<file path="src/rtl/pe_psum_accum_bank.sv">
// pe_psum_accum_bank
//   Multi-channel partial-sum register bank behind the fused PE array.
//   Each accepted beat carries NUM_CH signed PE sums. The bank adds up a
//   programmable number of beats (the window) per channel with saturation.
//   It then holds the result on a valid/ready output until it is consumed.
//   A window length of 1 turns the bank into a plain per-channel pipeline
//   register.
//
// Ports
//   clk, reset  rising-edge clock, synchronous active-high reset
//   acc_len     beats per window, sampled on the first beat of a window (0 -> 1)
//   flush       closes an open window early; only acted on while busy
//   in_valid    input beat valid
//   in_ready    bank can take a beat
//   in_sum      lane k = in_sum[k*IN_W +: IN_W], two's complement
//   out_valid   result valid
//   out_ready   downstream takes the result
//   out_sum     lane k = out_sum[k*ACC_W +: ACC_W], registered accumulators
//   out_sat     lane k clamped at least once in this window
//   busy        window open (ACCUM)
//
// Handshake: a beat transfers on a clock edge where in_valid && in_ready.
// A result transfers on an edge where out_valid && out_ready. A producer
// must not make valid depend on ready. in_ready depends only on reset,
// state and out_ready. out_sum/out_sat hold steady while a result is pending.
module pe_psum_accum_bank #(
   parameter int IN_W   = 20,
   parameter int ACC_W  = 24,
   parameter int NUM_CH = 4,
   parameter int LEN_W  = 8
) (
   input  logic                      clk,
   input  logic                      reset,
   input  logic [LEN_W-1:0]          acc_len,
   input  logic                      flush,
   input  logic                      in_valid,
   output logic                      in_ready,
   input  logic [NUM_CH*IN_W-1:0]    in_sum,
   output logic                      out_valid,
   input  logic                      out_ready,
   output logic [NUM_CH*ACC_W-1:0]   out_sum,
   output logic [NUM_CH-1:0]         out_sat,
   output logic                      busy
);

   typedef enum logic [1:0] {
      IDLE  = 2'd0,
      ACCUM = 2'd1,
      HOLD  = 2'd2
   } state_t;

   state_t                        state;
   logic [NUM_CH-1:0][ACC_W-1:0]  acc;
   logic [NUM_CH-1:0]             sat;
   logic [LEN_W-1:0]              cnt;
   logic [LEN_W-1:0]              len;

   logic [NUM_CH-1:0][ACC_W-1:0]  ext_in;
   logic [NUM_CH-1:0][ACC_W-1:0]  add_sat;
   logic [NUM_CH-1:0]             ovf;

   logic                          accept;
   logic                          start;
   logic [LEN_W-1:0]              len_eff;
   logic [LEN_W:0]                cnt_inc;

   localparam logic [ACC_W-1:0] SAT_MAX = {1'b0, {(ACC_W-1){1'b1}}};
   localparam logic [ACC_W-1:0] SAT_MIN = {1'b1, {(ACC_W-1){1'b0}}};

   assign in_ready  = !reset && (state != HOLD || out_ready);
   assign accept    = in_valid && in_ready;
   // A beat opens a new window from IDLE, or from HOLD when the pending
   // result leaves on the same edge (in_ready in HOLD implies out_ready).
   assign start     = accept && (state == IDLE || state == HOLD);
   assign len_eff   = (acc_len == '0) ? LEN_W'(1) : acc_len;
   // One bit wider so len = 2^LEN_W-1 can never wrap the comparison.
   assign cnt_inc   = {1'b0, cnt} + (LEN_W+1)'(1);

   assign out_valid = (state == HOLD);
   assign busy      = (state == ACCUM);
   assign out_sum   = acc;
   assign out_sat   = sat;

   for (genvar k = 0; k < NUM_CH; k++) begin : g_lane
      logic [IN_W-1:0]  lane_in;
      logic [ACC_W:0]   wide;

      assign lane_in = in_sum[k*IN_W +: IN_W];

      if (ACC_W > IN_W) begin : g_ext
         assign ext_in[k] = {{(ACC_W-IN_W){lane_in[IN_W-1]}}, lane_in};
      end else begin : g_noext
         assign ext_in[k] = lane_in;
      end

      // Add in ACC_W+1 bits. The two top bits differ exactly when the
      // ACC_W-bit result would overflow. The top bit then gives the clamp
      // direction.
      assign wide       = {acc[k][ACC_W-1], acc[k]} + {ext_in[k][ACC_W-1], ext_in[k]};
      assign ovf[k]     = wide[ACC_W] ^ wide[ACC_W-1];
      assign add_sat[k] = ovf[k] ? (wide[ACC_W] ? SAT_MIN : SAT_MAX) : wide[ACC_W-1:0];
   end

   always_ff @(posedge clk) begin
      if (reset) begin
         state <= IDLE;
         acc   <= '0;
         sat   <= '0;
         cnt   <= '0;
         len   <= LEN_W'(1);
      end else begin
         if (start) begin
            acc   <= ext_in;
            sat   <= '0;
            cnt   <= LEN_W'(1);
            len   <= len_eff;
            state <= (len_eff == LEN_W'(1)) ? HOLD : ACCUM;
         end else begin
            case (state)
               ACCUM: begin
                  if (accept) begin
                     acc <= add_sat;
                     sat <= sat | ovf;
                     cnt <= cnt_inc[LEN_W-1:0];
                  end
                  // A flush that arrives together with a beat closes the
                  // window after that beat has been added.
                  if ((accept && cnt_inc == {1'b0, len}) || flush)
                     state <= HOLD;
               end
               HOLD: begin
                  // Result leaves with no new beat. The accumulators keep
                  // their value, so out_sum shows the last result.
                  if (out_ready)
                     state <= IDLE;
               end
               default: state <= state;
            endcase
         end
      end
   end

endmodule

</file>
<file path="config.mk">
export PLATFORM = sky130hd
export DESIGN_NAME = pe_psum_accum_bank
export DESIGN_NICKNAME = d
export VERILOG_FILES = /design/src/rtl/pe_psum_accum_bank.sv
export SDC_FILE = /design/constraint.sdc
export NUM_CORES = 1
export LEC_CHECK = 0
export CAP_MARGIN = 20
export CORE_ASPECT_RATIO = 1.2
export CORE_UTILIZATION = 25
export CTS_BUF_LIST = sky130_fd_sc_hd__clkbuf_4 sky130_fd_sc_hd__clkbuf_8
export CTS_CLUSTER_DIAMETER = 120
export DETAILED_ROUTE_END_ITERATION = 7
export PLACE_DENSITY = 0.41
export SLEW_MARGIN = 20
export SYNTH_ARGS = -nofsm -noshare
export SYNTH_HDL_FRONTEND = slang
export SYNTH_SLANG_ARGS = --single-unit
</file>
<file path="constraint.sdc">
create_clock -name clk -period 7.5 [get_ports clk]
set_input_delay 1.5 -clock clk [delete_from_list [all_inputs] [get_ports clk]]
set_output_delay 1.5 -clock clk [all_outputs]
set_load 0.05 [all_outputs]
</file>
Yosys cells after proc, flatten, opt, wreduce, memory -nomap -nowiden
Cells that the tools add are included.

Register bits: 118. Input port bits: 93. Output and inout bits: 103. Logic and storage cells: 63.

Add/sub/neg operators: 5. Eq/ne operators: 7. Multiplexer cells: 20. Bitwise gates (word level): 5. Reduce and logical (&&, ||, !) cells: 17.

Operators with widths (count): $mux 96 (3); $mux 24 (8); $add 24x20->25 (4); $add 8x1->9 const B (1); $eq 9x8->1 (1); $eq 8x1->1 const B (1); $logic_not 8->1 (1); $mux 2 (4); $mux 8 (1); $ne 3x1->1 const B (2); $logic_and 1x1->1 (4); $or 4x4->4 (1); $pmux 2 s2 (1); $reduce_and 2->1 (2); $reduce_bool 2->1 (2); $xor 1x1->1 (4); $logic_or 1x1->1 (3); $mux 1 (3); $reduce_and 3->1 (1); $reduce_bool 3->1 (1); $eq 2x1->1 const B (1); $eq 2x2->1 const B (1); $logic_not 2->1 (1); $ne 2x2->1 const B (1); other kinds (2) (2).

Longest topological paths before layout
Depth in word-level cells: 9. Depth in mapped cells: 19.

Least setup slack after synthesis
Ideal clock, no wire load.

Path kind: input to register. Start point: input in_sum[43]. End point: register acc (netlist bit out_sum[68]). Library setup time: 0.059 ns. Data arrival time: 4.840 ns. Slack: 2.601 ns. Stages on the path: 19. Path buffers: 3. Cells stage by stage: ha_1 a21o_1 a21oi_1 a21oi_1 o21ai_0 nand3_1 nand2_1 o21ai_0 o41ai_1 xnor2_1 ha_1 clkbuf_1 o21ai_0 nand3b_1 and2_1 buf_2 buf_4 o31ai_1 o211a_1.

Word-level cells in the longest chain between the ends: 6. Elaborated cells on any way between the ends: 7. Those cells by class: add/sub: 1; mux: 5; bitwise: 1.

RTL lines: start, declared (RTL line 38) `input logic [NUM_CH*IN_W-1:0] in_sum,`; $add 24x20->25 * (RTL line 99) `assign wide = {acc[k][ACC_W-1], acc[k]} + {ext_in[k][ACC_W-1], ext_in[k]};`; $mux 24 or $xor 1x1->1 (tied branches) (RTL line 101, 100); $mux 24 * (RTL line 101) `assign add_sat[k] = ovf[k] ? (wide[ACC_W] ? SAT_MIN : SAT_MAX) : wide[ACC_W-1:0];`; $mux 96 * (RTL line 121) `if (accept) begin`; $mux 96 * (RTL line 119) `case (state)`; $mux 96 * (RTL line 112) `if (start) begin`; end signal, assigned (RTL line 113) `acc <= ext_in;`; end signal, assigned (RTL line 122) `acc <= add_sat;`; end, declared (RTL line 53) `logic [NUM_CH-1:0][ACC_W-1:0] acc;`.

Mark *: on every way between the ends. The rest lies on a longest branch, timed or not. The select of a mux whose other input is x is not followed. A chain may end at the register's enable or synchronous reset.

Final worst setup path
Start point: input in_sum[8]. End point: register acc (netlist bit out_sum[11]).

The elaborated chain is that of the path after synthesis.

==> summary.md <==
The type of the setup path with the least slack is in2reg. The run gives 196 as the top-level port count. The pre-antenna-repair detailed-routing pass consisted of 5 iterations.

In this run the most critical hold path is launched from len[7]$_SDFFE_PP0P_. Dividing the detail-routed wire length by the instance count gives 19.0 µm. The row count is 80, and the width of the die is 187 µm. Data on the critical path arrives at its endpoint at 6.21 ns. The required time at the worst-slack endpoint was 7.87 ns; the count of nets left with antenna violations after detail routing was 0.

The most used flip-flop cell after synthesis is dfxtp_1. At the end of routability-driven placement, the weighted congestion stood at 0.823. The clock transition time at the flip-flop clock pins of the worst setup and hold paths was 0.08 ns; the post-layout total power was 3.90 mW.

For the floorplan die area, the log shows 41,700 µm². The logs give 27.9 mm for the HPWL after detailed placement and 50 for the largest net degree at the start of global routing. Synthesis produced 1,311 cells. In the post-synthesis netlist, the biggest area contributors are dfxtp_1 (23%), ha_1 (13%), a21oi_1 (6.4%), xnor2_1 (4.7%), nand2_1 (4.3%). The number of port buffers is 195, and the count of yosys warnings during synthesis is 0. The synthesized net count came out at 1,515.

The number of clock buffers added by TritonCTS is 17. The later pin in the worst-skew pair is clocked with a latency of 0.49 ns. Summed over all cells, the static leakage comes to 5.26 nW. Path category of the worst min-delay check: reg2reg. Dividing total power by cell area gives a power density of 299 nW/µm².

The vertical extent of the die was 224 µm. In this run the post-CTS setup repair buffer count came out at 0. The cell count of the worst reg-to-reg path was 15. Setup violations remaining at the end of the flow were counted as 0. For this block, the via count after detailed routing is 10,428.

Top fanout value on the critical path: 17. Startpoint of the lowest-slack register-to-register path: out_sum[8]$_SDFFE_PP0P_. The net count of the finished layout is 1,679.

Library cell used as clock root buffer: clkbuf_8. Of the synthesized area, sequential elements account for 23.1%. At the pin with the least slew margin, the transition time is 0.947 ns. For the number of sinks handled by clock tree synthesis, the log shows 118.

Static timing analysis puts the maximum clock frequency at 171 MHz. TritonCTS built the clock tree. The flow ran to the end, and the final reports show no timing, DRC or antenna violations. Of all flip-flops after synthesis, the portion carrying an async set or reset was 0%. The final number of max-transition violations is 0.

The critical path ends at out_sum[11]$_SDFFE_PP0P_. Summing every instance area after synthesis gives 10,200 µm². The logs give 81 for the number of library cell types mapped by synthesis and 18.5% for the global router's overall resource usage. Fraction of layout cells with a size suffix above 1: 5.38%. Yosys mapped a number of flops with a built-in enable equal to 0. The top cell types in the final layout, fill and taps aside, are clkdlybuf4s50_1 (194), a21oi_1 (130), dfxtp_1 (118).

The run gives 2.78 ns as the slack of the worst reg-to-reg path. The logs give 0 for the overall overflow remaining after global route and 0 for the post-cts hold buffer count. In this run the worst setup path begins at in_sum[8]. Across the run, the number of max-cap violations was 0. Relative to the synthesized area, the layout overhead comes to 27.5%.

Via count of the first global-routing pass: 10,720. The synthesized design contains 118 register bits. For the number of hold-slack violations in the final timing report, the log shows 0. The worst setup path is captured at a register. The run gives 40,000 µm² as the total core area. The library cell used most frequently in the layout, excluding fill and tap cells, is clkdlybuf4s50_1. The endpoint identified for the worst register-to-register timing path is out_sum[11]$_SDFFE_PP0P_. The largest total area in the synthesized netlist belongs to dfxtp_1. The synthesized area per cell is 7.80 µm², and the post-route minimum period is 5.84 ns. Highest ir drop seen on vdd: 108 µV. The synthesized design devotes to its leading area cell type 23.1% of total area. The count of routing violations after the opening detailed-route iteration is 571. The first global-routing pass estimated 60.4 mm of wire. The via count normalized by instance count came out at 5.16. Setup repair after global routing left no endpoint under its margin. The logs give 4 for the number of levels the H-tree was split into and 2 for the clock tree buffer depth.

The tools report the utilization of the core after routing as 32.6%. For this block, the routed nets add up to 38.4 mm of wire. The starting utilization of the core area is 25.6%, and the worst clock skew on the final layout is 0.0102 ns. The DRC violation count after routing is 0, and the post-route fraction of the period consumed by the critical path is 77.9%. Launching element type of the critical path: a primary input. The number of antenna violations at the first check in global routing came out at 0. For the number of gates resized after cts, the log shows 0. Setup total negative slack on the finished layout was measured at 0 ns. The run gives 36.6% as the max-slew headroom at the worst pin.
[flip-flops by register name, summed over array words and instances (netlist names)]
register / flops
out_sum: 96
out_sat: 4
len: 8
state: 2
cnt: 8
[stage by stage]
stage,setup WS [ns],std cells,hold WS [ns],area [µm²]
after floorplan,2.60,1311,0.446,10200
after CTS,1.71,2019,0.479,13000
after global placement,1.35,1989,0.454,12700
after global routing,1.36,2019,0.500,13000
after detailed placement,1.18,1989,0.466,12700
final,1.66,2020,0.475,13100
[report_power, final]
| group | switching [mW] | internal, mW | total [mW] | leakage [nW] |
|---|---|---|---|---|
| sequential | 0.113 | 0.749 | 0.862 | 0.967 |
| combinational | 1.56 | 0.903 | 2.47 | 4.10 |
| clock | 0.293 | 0.281 | 0.574 | 0.192 |
[critical path: stages]
cell	delay (ns)
clkdlybuf4s50_1	0.43
ha_1	0.37
o21ai_0	0.35
o21ba_2	0.23
a211oi_2	0.37
a311oi_1	0.19
a211o_1	0.29
a21oi_1	0.25
o21ai_1	0.11
xnor2_1	0.15
ha_1	0.58
and3_1	0.28
a41oi_2	0.28
nand2_1	0.41
a21oi_1	0.28
o21ai_0	0.12
[synthesized netlist by cell type, types with 4 or more instances]
master and n:
xor2_1 29, o21a_1 18, buf_2 6, a211o_1 4, o21bai_1 11, o31ai_1 7
or3_1 6, o22ai_1 32, a211oi_1 25, inv_1 46, nor3b_1 6, o211a_1 5
and3_1 12, nand2_1 117, o21ai_0 80, and2_1 5, buf_6 4, a311oi_1 14
nor4_1 6, ha_1 107, a21boi_0 7, a22oi_1 9, a21o_1 46, a21oi_1 130
o221ai_1 22, fa_1 4, nor2b_1 12, a31oi_1 9, nor2_1 107, o21ai_1 6
mux2i_1 7, a221oi_1 5, xnor2_1 55, dfxtp_1 118, buf_1 5, nand4_1 15
nand2b_1 21, nand3b_1 4, nand3_1 25, nor3_1 37, clkbuf_1 49, o211ai_1 14
[how the worst min path moves through the flow]
stage / slack (ns) / cells past startpoint / to
after floorplan: 0.45 / 2 / len[4]$_SDFFE_PP0P_
after global placement: 0.45 / 2 / out_sat[3]$_SDFFE_PP0P_
after detailed placement: 0.47 / 2 / out_sat[3]$_SDFFE_PP0P_
after CTS: 0.48 / 2 / cnt[1]$_SDFFE_PP0P_
after global routing: 0.50 / 2 / len[1]$_SDFFE_PP0P_
final: 0.48 / 2 / len[7]$_SDFFE_PP0P_
[kinds of logic (layout without fill, tap and decap cells)]
family                     Yosys count  in the layout  synth area share (%)
DFF                                118            118                  23.1
muxes                               10             10                  1.09
AOI/OAI and AO/OA                  491            491                  32.5
adders and majority gates          111            111                  13.9
xor gates and xnor gates            84             84                  7.19
other                                0              1                     0
and+or+nand+nor                    386            386                  17.8
buffers and inverters              111            286                  4.48
[per-layer routing]
metal	routed length [µm]	share of wire, %	track usage [%]	vias up
li1	-	-	-	5225
met1	17300	45	22.6	4975
met2	19200	50	33.3	205
met3	1500	3.9	3.10	23
met4	432	1.1	5.00	0
met5	0	0	0	-
[cell type report]
type,instances,area (µm²)
repair buffers,210,2060
clock buffers,26,333
flip-flops and latches,118,2360
well taps,533,667
clock inverters,4,20.0
multi-input cells,1082,7430
inverters,46,173
diodes,1,2.50
fillers,4323,27000
(Power assumes the default switching activity.)
